==> src/rtl/vader_pkg.sv <==
// Shared types and constants for the brute-force candidate generator.
// The digit constants are only used when BRUTE_GEN_DIGITS_EN is defined.
package vader_pkg;

  typedef enum logic [1:0] {
    ST_IDLE = 2'd0,
    ST_RUN  = 2'd1,
    ST_DONE = 2'd2
  } state_e;

  localparam int         NSYM_ALPHA  = 26;
  localparam int         NSYM_DIGIT  = 10;
  localparam logic [7:0] ASCII_ALPHA = 8'h61;
  localparam logic [7:0] ASCII_DIGIT = 8'h30;
  localparam int         CNT_W       = 32;
  localparam int         IDX_W       = 6;

endpackage

==> src/rtl/brute_sym_map.sv <==
// Combinational symbol index to ASCII mapping for one candidate position.
// The digit range exists only when BRUTE_GEN_DIGITS_EN is defined.
import vader_pkg::*;

module brute_sym_map (
  input  logic [IDX_W-1:0] idx_i,
  output logic [7:0]       ascii_o
);

  // Map one symbol index to its ASCII code; unused indices give 0x00.
  always_comb begin
    ascii_o = 8'h00;
    if (idx_i < IDX_W'(NSYM_ALPHA)) begin
      ascii_o = ASCII_ALPHA + {2'b00, idx_i};
    end
`ifdef BRUTE_GEN_DIGITS_EN
    else if (idx_i < IDX_W'(NSYM_ALPHA + NSYM_DIGIT)) begin
      ascii_o = ASCII_DIGIT + {2'b00, idx_i - IDX_W'(NSYM_ALPHA)};
    end
`endif
    else begin
      ascii_o = 8'h00;
    end
  end

endmodule

==> src/rtl/brute_gen.sv <==
// Odometer-style candidate generator with valid/ready output and run control.
// Define BRUTE_GEN_DIGITS_EN to extend the alphabet with '0'..'9'.
import vader_pkg::*;

module brute_gen #(
  parameter int          MAX_LEN       = 4,
  parameter logic [31:0] ATTEMPT_LIMIT = 32'd100
) (
  input  logic                 clk,
  input  logic                 reset,
  input  logic                 start,
  input  logic                 abort,
  output logic                 cand_valid,
  input  logic                 cand_ready,
  output logic [8*MAX_LEN-1:0] cand_data,
  output logic [3:0]           cand_len,
  output logic [31:0]          cand_idx,
  output logic                 busy,
  output logic                 done,
  output logic                 exhausted,
  output logic                 limit_hit
);

`ifdef BRUTE_GEN_DIGITS_EN
  localparam int NSYM = NSYM_ALPHA + NSYM_DIGIT;
`else
  localparam int NSYM = NSYM_ALPHA;
`endif
  localparam logic [IDX_W-1:0] SYM_MAX = IDX_W'(NSYM - 1);
  localparam logic [3:0]       LEN_MAX = 4'(MAX_LEN);

  state_e           state_q;
  logic [IDX_W-1:0] idx_q [MAX_LEN];
  logic [IDX_W-1:0] idx_d [MAX_LEN];
  logic [3:0]       len_q, len_d;
  logic [CNT_W-1:0] cnt_q, cnt_d;
  logic             valid_q, busy_q, done_q, exh_q, lim_q;
  logic             wrap_s, xfer_s, exh_s, lim_s;

  // Next odometer value; wrap_s means every active position rolled over.
  always_comb begin : odo
    logic carry;
    carry = 1'b1;
    for (int p = 0; p < MAX_LEN; p++) begin
      idx_d[p] = idx_q[p];
      if (carry && (4'(p) < len_q)) begin
        if (idx_q[p] == SYM_MAX) begin
          idx_d[p] = '0;
        end else begin
          idx_d[p] = idx_q[p] + 6'd1;
          carry    = 1'b0;
        end
      end else begin
        idx_d[p] = idx_q[p];
      end
    end
    wrap_s = carry;
    len_d  = wrap_s ? (len_q + 4'd1) : len_q;
  end

  assign xfer_s = valid_q & cand_ready;
  assign cnt_d  = cnt_q + 32'd1;
  assign exh_s  = wrap_s && (len_q == LEN_MAX);
  assign lim_s  = (ATTEMPT_LIMIT != 32'd0) && (cnt_d == ATTEMPT_LIMIT);

  // Run-control FSM; all outputs except the character decode are registered here.
  always_ff @(posedge clk) begin
    if (reset) begin
      state_q <= ST_IDLE;
      valid_q <= 1'b0;
      len_q   <= 4'd0;
      cnt_q   <= '0;
      busy_q  <= 1'b0;
      done_q  <= 1'b0;
      exh_q   <= 1'b0;
      lim_q   <= 1'b0;
      for (int p = 0; p < MAX_LEN; p++) idx_q[p] <= '0;
    end else begin
      case (state_q)
        ST_IDLE, ST_DONE: begin
          if (start) begin
            state_q <= ST_RUN;
            valid_q <= 1'b1;
            len_q   <= 4'd1;
            cnt_q   <= '0;
            busy_q  <= 1'b1;
            done_q  <= 1'b0;
            exh_q   <= 1'b0;
            lim_q   <= 1'b0;
            for (int p = 0; p < MAX_LEN; p++) idx_q[p] <= '0;
          end
        end
        ST_RUN: begin
          if (xfer_s) begin
            cnt_q <= cnt_d;
            // The final candidate stays on the bus rather than overflowing the length.
            if (!exh_s) begin
              idx_q <= idx_d;
              len_q <= len_d;
            end
          end
          if ((xfer_s && (exh_s || lim_s)) || abort) begin
            state_q <= ST_DONE;
            valid_q <= 1'b0;
            busy_q  <= 1'b0;
            done_q  <= 1'b1;
            exh_q   <= xfer_s && exh_s;
            lim_q   <= xfer_s && lim_s;
          end
        end
        default: state_q <= ST_IDLE;
      endcase
    end
  end

  for (genvar g = 0; g < MAX_LEN; g++) begin : g_pos
    logic [7:0] sym_s;
    brute_sym_map u_map (
      .idx_i   (idx_q[g]),
      .ascii_o (sym_s)
    );
    assign cand_data[8*g +: 8] = (4'(g) < len_q) ? sym_s : 8'h00;
  end

  assign cand_valid = valid_q;
  assign cand_len   = len_q;
  assign cand_idx   = cnt_q;
  assign busy       = busy_q;
  assign done       = done_q;
  assign exhausted  = exh_q;
  assign limit_hit  = lim_q;

endmodule

==> config.mk <==
export PLATFORM = sky130hd
export DESIGN_NAME = brute_gen
export DESIGN_NICKNAME = d
export VERILOG_FILES = /design/src/rtl/vader_pkg.sv /design/src/rtl/brute_sym_map.sv /design/src/rtl/brute_gen.sv
export SDC_FILE = /design/constraint.sdc
export NUM_CORES = 1
export LEC_CHECK = 0
export ABC_CLOCK_PERIOD_IN_PS = 3400
export CORE_UTILIZATION = 40
export CTS_BUF_LIST = sky130_fd_sc_hd__clkbuf_4 sky130_fd_sc_hd__clkbuf_8
export DETAILED_ROUTE_END_ITERATION = 7
export GPL_ROUTABILITY_DRIVEN = 1
export RECOVER_POWER = 100
export SLEW_MARGIN = 20
export SYNTH_ARGS = -nofsm -noshare
export SYNTH_HDL_FRONTEND = slang
export SYNTH_SLANG_ARGS = --single-unit
==> constraint.sdc <==
create_clock -name clk -period 3.4 [get_ports clk]
set_input_delay 0.34 -clock clk [delete_from_list [all_inputs] [get_ports clk]]
set_output_delay 0.34 -clock clk [all_outputs]
set_load 0.01 [all_outputs]
; Word level (Yosys, flattened, before mapping)
; Cells that the tools add are included.
[word_totals]
regBits = 66
in_bits = 5
word_cells = 116
[op_classes]
bitwise = 1
n_eq_ne = 17
n_reduce_logical = 20
n_addsub = 10
magnitude_cmp = 8
mux = 49
[op_table]
columns = op, count
row1 = $mux W24, 3
row2 = $mux W32, 2
row3 = $mux W8, 8
row4 = $pmux W32 S2, 1
row5 = $mux W6, 8
row6 = $pmux W24 S2, 1
row7 = $add A32 B1 Y32 const B, 1
row8 = $add A7 B6 Y8 const A, 4
row9 = $eq A32 B7 Y1 const B, 1
row10 = $reduce_and A5 Y1, 5
row11 = $add A6 B1 Y6 const B, 4
row12 = $eq A6 B5 Y1 const B, 4
row13 = $lt A6 B5 Y1 const B, 4
row14 = $ne A2 B2 Y1 const B, 9
row15 = $mux W4, 4
row16 = $mux W1, 14
row17 = $lt A1 B4 Y1 const A, 2
row18 = $lt A2 B4 Y1 const A, 2
row19 = $pmux W1 S2, 4
row20 = $pmux W4 S2, 1
row21 = $logic_and A1 B1 Y1, 7
row22 = $reduce_and A3 Y1, 2
row23 = $add A4 B1 Y4 const B, 1
row24 = $eq A4 B3 Y1 const B, 1
row25 = other kinds (10), 12

; Longest topological paths before layout
; Gate-level depths: netlist of run 1.
[logic_depth]
ltp_word = 15
ltp_mapped = 9
ltp_nobuf = 9

; Modules after synthesis
; From an unflattened synthesis of run 1, not the netlist that was laid out.
[unflattened]
hier_cells = 644
area_unflattened_um2 = 4802.1
[by_module_without_submodules]
columns = mod, instances, area_each_um2, seq_area_each_um2, cells_each
row1 = brute_gen, 1, 4286.6, 1321.3, 564
row2 = brute_sym_map, 4, 128.9, 0.0, 20

; Worst setup path after synthesis of run 1
; OpenSTA, ideal clock, no wires.
[synth_path]
kind = register -> register
from = reg cnt_q[0], in the netlist cand_idx[0]
to = reg state_q[0]
setup_ns = 0.116
arrival_ns = 2.487
period_less_slack_ns = 2.603
stages_incl_launch_ff = 9
path_slack_ns = 0.797
required_ns = 3.284
path_cell_list = dfxtp_1 ha_1 nand3_1 nor4_2 o2111ai_1 a22oi_1 o2111ai_1 or2_4 a31o_2
[synth_between]
elab_chain_cells = 7
[synth_lines]
columns = item, line
row1 = from (decl), brute_gen.sv:36  ; logic [CNT_W-1:0] cnt_q, cnt_d;
row2 = from (signal assigned), brute_gen.sv:95  ; cnt_q <= cnt_d;
row3 = $add A32 B1 Y32, brute_gen.sv:62  ; assign cnt_d = cnt_q + 32'd1;
row4 = $eq A32 B7 Y1, brute_gen.sv:64  ; assign lim_s = (ATTEMPT_LIMIT != 32'd0) && (cnt_d == ATTEMPT_LIMIT);
row5 = $logic_or A1 B1 Y1, brute_gen.sv:102  ; if ((xfer_s && (exh_s || lim_s)) || abort) begin
row6 = $logic_and A1 B1 Y1, brute_gen.sv:102
row7 = $logic_or A1 B1 Y1, brute_gen.sv:102
row8 = $ne A2 B2 Y1 (no line), --
row9 = $reduce_and A2 Y1 (no line), --
row10 = to (signal assigned), brute_gen.sv:82  ; state_q <= ST_RUN;
row11 = to (signal assigned), brute_gen.sv:103  ; state_q <= ST_DONE;
row12 = to (signal assigned), brute_gen.sv:111  ; default: state_q <= ST_IDLE;
row13 = to (decl), brute_gen.sv:32  ; state_e state_q;
; Every way passes these cells.
; A chain may end at the register's enable or synchronous reset.

; Final worst setup path of run 1
; Ends and elaborated chain as after synthesis.

==> reports/metrics.csv, run 1 <==
metric;value;unit
Initial DRC Count;267;
Max VDD drop;0.168;mV
Tcrit/Tclk final;85.9;%
post-route ant nets;0;
H-tree depth;3;
total track usage;23.1;%
final hold slack;0.448;ns
sequential cell area;1320;um^2
Core Box Area;10900;um^2
area grow syn2layout;22.0;%
Crit path arrival time;3.19;ns
GRT overflow;0;
Setup TNS;0;ns
syn_area_per_cell;7.30;um^2
first-pass GRT wire length;21400;um
status;complete, no violations;
R2R depth;8;
Post-Route WL;13000;um
max-slew violation count;0;
CP Class;reg2reg;
setup violators final;0;
CTS tree;yes;
Hold Buf Count CTS;0;
Crit. End Element;flop;
sequential share of the synthesized area;29.3;%
WHS Path Cells;2;
Initial Util;41.3;%
CTS Sinks;66;
maximum buffer depth of the clock tree;2;
CTS resizes;0;
die height;108;um
Main synth FF type;dfxtp_1;
Antenna diodes;0;
metal2 WL;6090;um
RSZ-0062 raised after global routing;no;
FFs w/ async S/R, synth;0;%
Top Ports;78;
DRC;0;
Vias;4782;
synthesized flop and latch total;66;
gpl congestion;0.861;
max_slew headroom;7.72;%
Synth cell types;67;
highest metal used;met4;
PwrDens;307;nW/um^2
Initial DRT Pass Iterations;4;
YS warnings;0;
die area;11700;um^2
Post-CTS Setup Inserts;0;
nets;689;
cell total after placement;800;
multi-input logic area;2910;um^2
TritonCTS buffer count;9;
CP startpoint kind;flop;
number of synthesized flops with an enable pin;0;
share of post-route cells with drive strength above 1;6.66;%
worst path required time;3.67;ns
max cap viols;0;
clk_skew;0.00982;ns
IO buf count;73;
Post-Synthesis Cells;618;
met1 WL;5960;um
Lkg Pwr;2.08;nW
Fill cells;1077;
wire per inst;15.9;um
num rows;38;
vias in the first global route;4341;
Final Hold Vio Count;0;
clk_lat worst skew;0.37;ns
worst slew pin tran;1.38;ns
dpl hpwl;9090;um
FMAX;342;MHz
vias per cell;5.86;
Post-Layout Cell Count;816;
Root Driver;clkbuf_8;
clk slew on worst S/H paths;0.08;ns
minimum clock period;2.92;ns
Worst Hold Class;in2reg;
met3 wire len;582;um
CP Max Fanout;9;
largest net degree at the start of global routing;34;
initial antenna violation count;0;
mapped cell area;4510;um^2
Die X;108;um
[layout by cell type (no fill, tap or decap), drive strengths merged, types with 5 or more instances in the layout]
cell type and n:
nand4 12, nor2b 7, or4 7, a211oi 6
nor3 22, nor2 88, dlygate4sd3 69, o21ai 43
nand2b 5, clkbuf 14, xor2 6, buf 10
dfxtp 66, ha 13, or3 11, a31oi 11
nand2 53, nor4 8, or2 6, a21oi 51
inv 23, and4 7, nand3 31, nand3b 5
a311oi 14, nand4b 6, and3 8, xnor2 12
[power by group]
| part | total [mW] | switching [mW] | internal [mW] |
|---|---|---|---|
| clock | 0.726 | 0.341 | 0.386 |
| sequential | 0.790 | 0.0104 | 0.780 |
| combinational | 0.171 | 0.115 | 0.0561 |
| total | 1.69 | 0.466 | 1.22 |
[routing by layer]
layer	global-route usage (%)	vias to the layer above
li1	-	2352
met1	29.5	2272
met2	37.9	136
met3	3.44	22
met4	11.2	0
met5	0	-
[sequential cells by signal, indices dropped and copies added (netlist names)]
register and count:
limit_hit 1, cand_len 4, idx_q 24, cand_idx 32, done 1, state_q 2, exhausted 1, busy 1
[critical path, cell delays in order, from the launching register on]
cell	delay (ns)
dfxtp_1	0.46
ha_1	0.29
and3_1	0.29
nand4_1	0.29
o21ai_0	0.27
o2111ai_1	0.13
or4_1	0.44
or2_0	0.37
a31o_2	0.29
[cells in the mapped netlist (12+ instances only)]
master,count,area share [%]
o21ai_0,40,4.4
a311oi_1,13,2.5
ha_1,13,3.6
nand3_1,31,3.4
nand2_1,52,4.3
inv_1,23,1.9
dfxtp_1,66,29
clkbuf_1,29,2.4
a21oi_1,51,5.7
xnor2_1,12,2.3
nor2_1,88,7.3
nor3_1,22,2.4
[final timing paths]
check	startpoint	end	slack, ns
max reg2reg	cand_idx[0]	state_q[0]	0.48
min reg2reg	idx_q[13]	idx_q[13]	0.50
min	reset	cand_idx[3]	0.45
max	cand_idx[0]	state_q[0]	0.48
[kinds of logic after synthesis]
group	Yosys count	synth area share, %
simple gates	287	33.4
compound gates	162	23.1
buf+inv	68	6.35
flops	66	29.3
other cells	1	0.0831
fa+ha+maj	13	3.60
xor+xnor	18	3.49
mux	3	0.665
[metrics by stage]
stage / total power [mW] / worst slack, ns / instance area, um^2 / util (%)
CTS: 1.71 / 0.571 / 5520 / 50.4
global placement: 0.982 / 0.663 / 5310 / 48.5
detailed placement: 0.984 / 0.587 / 5310 / 48.5
global route: 1.75 / 0.236 / 5510 / 50.4
finish: 1.69 / 0.479 / 5510 / 50.4
floorplan: 0.921 / 0.797 / 4520 / -
[cell type report]
cell class / instances / share of cell area (%)
tap: 140 / 3.18
clock inverter: 4 / 0.909
clock buffer: 12 / 2.89
sequential: 66 / 24.0
timing repair buffer: 84 / 14.5
inverter: 23 / 1.57
multi-input combinational: 487 / 52.9
No activity file was read; power rests on OpenSTA's default activity.
==> run 2, diff against run 1 <==
Settings changed: CORE_UTILIZATION 40 to 55, PLACE_DENSITY set to 0.83, SKIP_LAST_GASP set to 1.
==> run 2 against run 1 <==
  * Power fell by 1.8%
  * Worst setup slack got worse by 0.15 ns
  * First-iteration DRC count rose by 3.4%
  * Non-clock buffer count fell by 4
  * Design area fell by 1.5%
  * Clock power fell by 2.9%
  * Largest power group unchanged
==> reports/metrics.csv, run 2 (synthesis gave the netlist of run 1 again) <==
metric;value;unit;change
total track usage;29.2;%;+6.1 points
CTS tree;yes;;
initial antenna violation count;0;;unchanged
maximum buffer depth of the clock tree;2;;unchanged
Die X;92.6;um;-14%
largest net degree at the start of global routing;40;;+18%
Tcrit/Tclk final;90.4;%;+4.5 points
H-tree depth;3;;unchanged
IO buf count;73;;unchanged
max FFs per register;32;;unchanged
minimum clock period;3.07;ns;+0.151 ns
dpl hpwl;8270;um;-9.0%
slowest stage cell, crit path;nor4_4;;
Max VDD drop;0.216;mV;+28%
most frequent cells in the layout;88 x nor2_1, 68 x dlygate4sd3_1, 66 x dfxtp_1, 52 x nand2_1, 51 x a21oi_1;;
CP Max Fanout;15;;+6
worst path required time;3.64;ns;-0.03 ns
crit-path cells;nand4_4 -> nor4_4 -> and4_1 -> o22ai_1 -> or4_1 -> or2_4 -> a31o_2;;
clk slew on worst S/H paths;0.07;ns;about the same
Post-Route WL;12000;um;-7.7%
Initial DRC Count;276;;+3.4%
TritonCTS buffer count;9;;unchanged
post-place setup slack;0.371;ns;-0.216 ns
worst slew pin tran;1.07;ns;-0.318 ns
CP Buf/Inv Count;0;;unchanged
RSZ-0062 raised after global routing;no;;
clk_skew;0.00925;ns;-0.000569 ns
Worst Hold Class;in2reg;;
Root Driver;clkbuf_8;;
first-pass GRT wire length;20500;um;-3.8%
commonest non-fill, non-tap cell in the layout;nor2_1;;
vias per cell;6.16;;+5.1%
share of post-route cells with drive strength above 1;6.10;%;-0.56 points
FMAX;326;MHz;-4.9%
status;complete, no violations;;
Vias;4765;;-0.36%
Post-CTS Setup Inserts;0;;unchanged
Post-Route Utilization;69.1;%;+19 points
DRC;0;;unchanged
Initial DRT Pass Iterations;5;;+1
Hold Buf Count CTS;0;;unchanged
Core Box Area;7850;um^2;-28%
Initial Util;57.5;%;+16 points
setup slack after layout;0.328;ns;-0.151 ns
die height;92.6;um;-14%
Largest stage delay, worst path;0.70;ns;+0.24 ns
vias in the first global route;4482;;+3.2%
Crit path arrival time;3.31;ns;+0.12 ns
Fill cells;676;;-37%
CP Class;reg2reg;;
max-slew violation count;0;;unchanged
Final Hold Vio Count;0;;unchanged
Top Ports;78;;unchanged
setup violators final;0;;unchanged
Lkg Pwr;2.07;nW;-0.28%
max cap viols;0;;unchanged
delay-heaviest family, CP;simple AND/OR/NAND/NOR gates;;
final hold slack;0.460;ns;+0.0123 ns
Setup TNS;0;ns;unchanged
Antenna diodes;0;;unchanged
area grow syn2layout;20.1;%;
wire per inst;15.4;um;-2.7%
CTS resizes;0;;unchanged
CP startpoint kind;flop;;
GRT overflow;0;;unchanged
max_slew headroom;29.0;%;+21 points
clk_lat worst skew;0.35;ns;-0.02 ns
PwrDens;306;nW/um^2;-0.23%
nets;685;;-0.58%
post-route ant nets;0;;unchanged
CTS Sinks;66;;unchanged
die area;8570;um^2;-27%
gpl congestion;0.892;;+3.6%
num rows;32;;-16%
Crit. End Element;flop;;
-- run 2: final cells by class --
| cell class | count | area (um^2) | area share [%] |
|---|---|---|---|
| inverters | 23 | 86.3 | 1.59 |
| well taps | 102 | 128 | 2.35 |
| repair buffers | 80 | 772 | 14.2 |
| multi-input cells | 487 | 2910 | 53.6 |
| clock inverters | 2 | 35.0 | 0.646 |
| clock buffers | 14 | 174 | 3.21 |
| flip-flops and latches | 66 | 1320 | 24.4 |
-- run 2: worst register-to-register path, stage by stage (launching register included) --
cell     delay [ns]
dfxtp_1        0.58
nand4_4        0.22
nor4_4         0.70
and4_1         0.29
o22ai_1        0.07
or4_1          0.57
or2_4          0.31
a31o_2         0.24
-- run 2: path summary, 6_finish.rpt --
kind | start | endpoint | slack (ns) | depth (start not counted)
setup / recovery | cand_idx[6] | state_q[0] | 0.33 | 7
hold / removal | reset | cand_idx[24] | 0.46 | 2
setup reg to reg | cand_idx[6] | state_q[0] | 0.33 | 7
hold reg to reg | idx_q[7] | idx_q[7] | 0.51 | 2
-- run 2: through the flow --
stage               area, um^2  total power, mW  std cells
floorplan                 4520            0.921        621
global placement          5230            0.971        758
detailed placement        5230            0.975        758
CTS                       5440             1.67        774
global route              5420             1.72        774
finish                    5420             1.66        774
-- run 2: report_power, final --
| group | internal [mW] | leakage (nW) | switching (mW) | total (mW) |
|---|---|---|---|---|
| Sequential | 0.780 | 0.533 | 0.00996 | 0.790 |
| Clock | 0.403 | 0.111 | 0.301 | 0.705 |
| Combinational | 0.0536 | 1.43 | 0.110 | 0.163 |
| Total | 1.24 | 2.07 | 0.421 | 1.66 |
-- run 2: metal layers --
layer | GRT usage (%) | wire length, um | up-vias
li1 | - | - | 2346
met1 | 34.4 | 5070 | 2222
met2 | 52.8 | 6010 | 181
met3 | 5.34 | 709 | 16
met4 | 9.90 | 173 | 0
met5 | 0 | 0 | -
==> run 3, diff against run 2 <==
Settings changed: MAX_ROUTING_LAYER set to met4.
==> run 3 against run 2 <==
  * First-iteration DRC count shrank 14%
  * Count of clock-buffer cells in the layout is 1 lower
  * Critical path depth increased by 2
==> reports/metrics.csv, run 3 (synthesis gave the netlist of run 1 again) <==
metric;value;unit;change
status;complete, no violations;;
initial antenna violation count;0;;unchanged
reg2reg setup slack;0.46;ns;+0.13 ns
nets;686;;+0.15%
Worst setup startpoint;cand_len[1];;
num rows;32;;unchanged
GRT overflow;0;;unchanged
DRC;0;;unchanged
CP Class;reg2reg;;
first-pass GRT wire length;20600;um;+0.37%
Internal;1.24;mW;about the same
RSZ-0062 raised after global routing;no;;
CP startpoint kind;flop;;
clk slew on worst S/H paths;0.07;ns;about the same
PwrDens;307;nW/um^2;+0.54%
Flop pwr share;47.3;%;-0.4 points
Root Driver;clkbuf_8;;
max cap viols;0;;unchanged
worst slew pin tran;1.06;ns;-0.00673 ns
largest net degree at the start of global routing;44;;+10%
Tcrit/Tclk final;86.5;%;-3.8 points
Worst R2R Start;cand_len[1];;
clk_skew;0.00609;ns;-0.00316 ns
vias in the first global route;4494;;+0.27%
gpl congestion;0.905;;+1.4%
Fill cells;689;;+1.9%
CTS Sinks;66;;unchanged
most frequent cells in the layout;88 x nor2_1, 68 x dlygate4sd3_1, 66 x dfxtp_1, 52 x nand2_1, 51 x a21oi_1;;
post-route ant nets;0;;unchanged
maximum buffer depth of the clock tree;2;;unchanged
total track usage;30.2;%;+0.96 points
Hold Buf Count CTS;0;;unchanged
Max VDD drop;0.234;mV;+8.4%
Clock Power Share;42.7;%;+0.2 points
die height;92.6;um;unchanged
Initial DRT Pass Iterations;5;;unchanged
Post-CTS Setup Inserts;0;;unchanged
CTS tree;yes;;
CTS resizes;0;;unchanged
worst path required time;3.68;ns;+0.04 ns
clk_lat worst skew;0.35;ns;about the same
setup violators final;0;;unchanged
H-tree depth;3;;unchanged
Initial Util;57.5;%;unchanged
IO buf count;73;;unchanged
minimum clock period;2.94;ns;-0.130 ns
dpl hpwl;8400;um;+1.6%
Die X;92.6;um;unchanged
Initial DRC Count;237;;-14%
Final Hold Vio Count;0;;unchanged
wire per inst;15.8;um;+2.6%
commonest non-fill, non-tap cell in the layout;nor2_1;;
Lkg Pwr;2.07;nW;+0.13%
Crit Reg-Reg Endpoint;idx_q[22];;
Crit path arrival time;3.22;ns;-0.09 ns
CP Max Fanout;7;;-8
TritonCTS buffer count;9;;unchanged
Gate power share;10.0;%;+0.2 points
die area;8570;um^2;unchanged
Antenna diodes;0;;unchanged
max FFs per register;32;;unchanged
Post-Route Utilization;69.2;%;+0.11 points
CP endpoint;idx_q[22];;
area grow syn2layout;20.3;%;
Vias;4843;;+1.6%
R2R depth;9;;+2
Core Box Area;7850;um^2;unchanged
FMAX;340;MHz;+4.4%
Setup TNS;0;ns;unchanged
Top Ports;78;;unchanged
max-slew violation count;0;;unchanged
Switch Pwr;433;uW;+2.9%
vias per cell;6.26;;+1.6%
Post-Route WL;12300;um;+2.6%
Crit. End Element;flop;;
Worst Hold Class;in2reg;;
share of post-route cells with drive strength above 1;6.10;%;unchanged
max_slew headroom;29.4;%;+0.45 points
Net Sw Frac;25.9;%;+0.56 points
[run 3: cell types whose count changed in the layout (fill, tap and decap cells not counted)]
cell / before / now
o21ai_0: 42 / 41
a211oi_2: 0 / 1
buf_4: 5 / 6
clkbuf_4: 3 / 1
o21ai_1: 1 / 2
a211oi_1: 6 / 5
clkbuf_8: 11 / 12
or2_4: 1 / 0
or2_0: 0 / 1
[run 3: worst max-delay path, stage by stage (launching register included)]
cell     delay [ns]
dfxtp_1        0.38
inv_1          0.10
ha_1           0.18
or3b_1         0.39
o41a_1         0.18
nor4b_1        0.71
o21ai_1        0.29
o21ai_1        0.33
o21ai_0        0.17
a21oi_1        0.14
[run 3: power groups by stage]
stage | combinational [mW] | sequential [mW] | clock (mW)
floorplan | 0.113 | 0.807 | 0
finish | 0.166 | 0.790 | 0.713
global route | 0.182 | 0.791 | 0.759
detailed placement | 0.169 | 0.808 | 0
global placement | 0.164 | 0.808 | 0
CTS | 0.170 | 0.790 | 0.717
[run 3: metal layers]
metal	wire length, um	track usage (%)	part of all wire (%)	vias to the layer above
li1	-	-	-	2346
met1	5150	35.2	42	2292
met2	6200	51.2	51	182
met3	678	5.50	5.5	23
met4	232	12.0	1.9	0
met5	0	-	0	-
[run 3: area by class of cell]
| type | instances | area, um^2 | share of cell area (%) |
|---|---|---|---|
| Multi-Input combinational cell | 487 | 2910 | 53.5 |
| Sequential cell | 66 | 1320 | 24.3 |
| Timing Repair Buffer | 81 | 779 | 14.4 |
| Clock inverter | 2 | 35.0 | 0.645 |
| Inverter | 23 | 86.3 | 1.59 |
| Tap cell | 102 | 128 | 2.35 |
| Clock buffer | 13 | 173 | 3.18 |
[run 3: through the flow]
stage / instances / hold slack [ns] / power, mW / worst slack, ns / area (um^2)
2_1_floorplan: 621 / 0.474 / 0.921 / 0.797 / 4520
3_3_place_gp: 759 / 0.488 / 0.972 / 0.698 / 5240
3_5_place_dp: 759 / 0.512 / 0.977 / 0.585 / 5240
4_1_cts: 774 / 0.433 / 1.68 / 0.574 / 5450
5_1_grt: 774 / 0.448 / 1.73 / 0.194 / 5430
6_report: 774 / 0.435 / 1.67 / 0.458 / 5430
[run 3: worst min path at each step]
| stage | endpoint | slack (ns) | cells after the start | from |
|---|---|---|---|---|
| after CTS | cand_idx[18] | 0.43 | 2 | reset |
| after detailed placement | idx_q[10] | 0.51 | 2 | idx_q[10] |
| after global placement | idx_q[13] | 0.49 | 2 | idx_q[13] |
| after floorplan | idx_q[19] | 0.47 | 2 | idx_q[19] |
| final | cand_idx[22] | 0.44 | 2 | reset |
| after global routing | cand_idx[22] | 0.45 | 2 | reset |
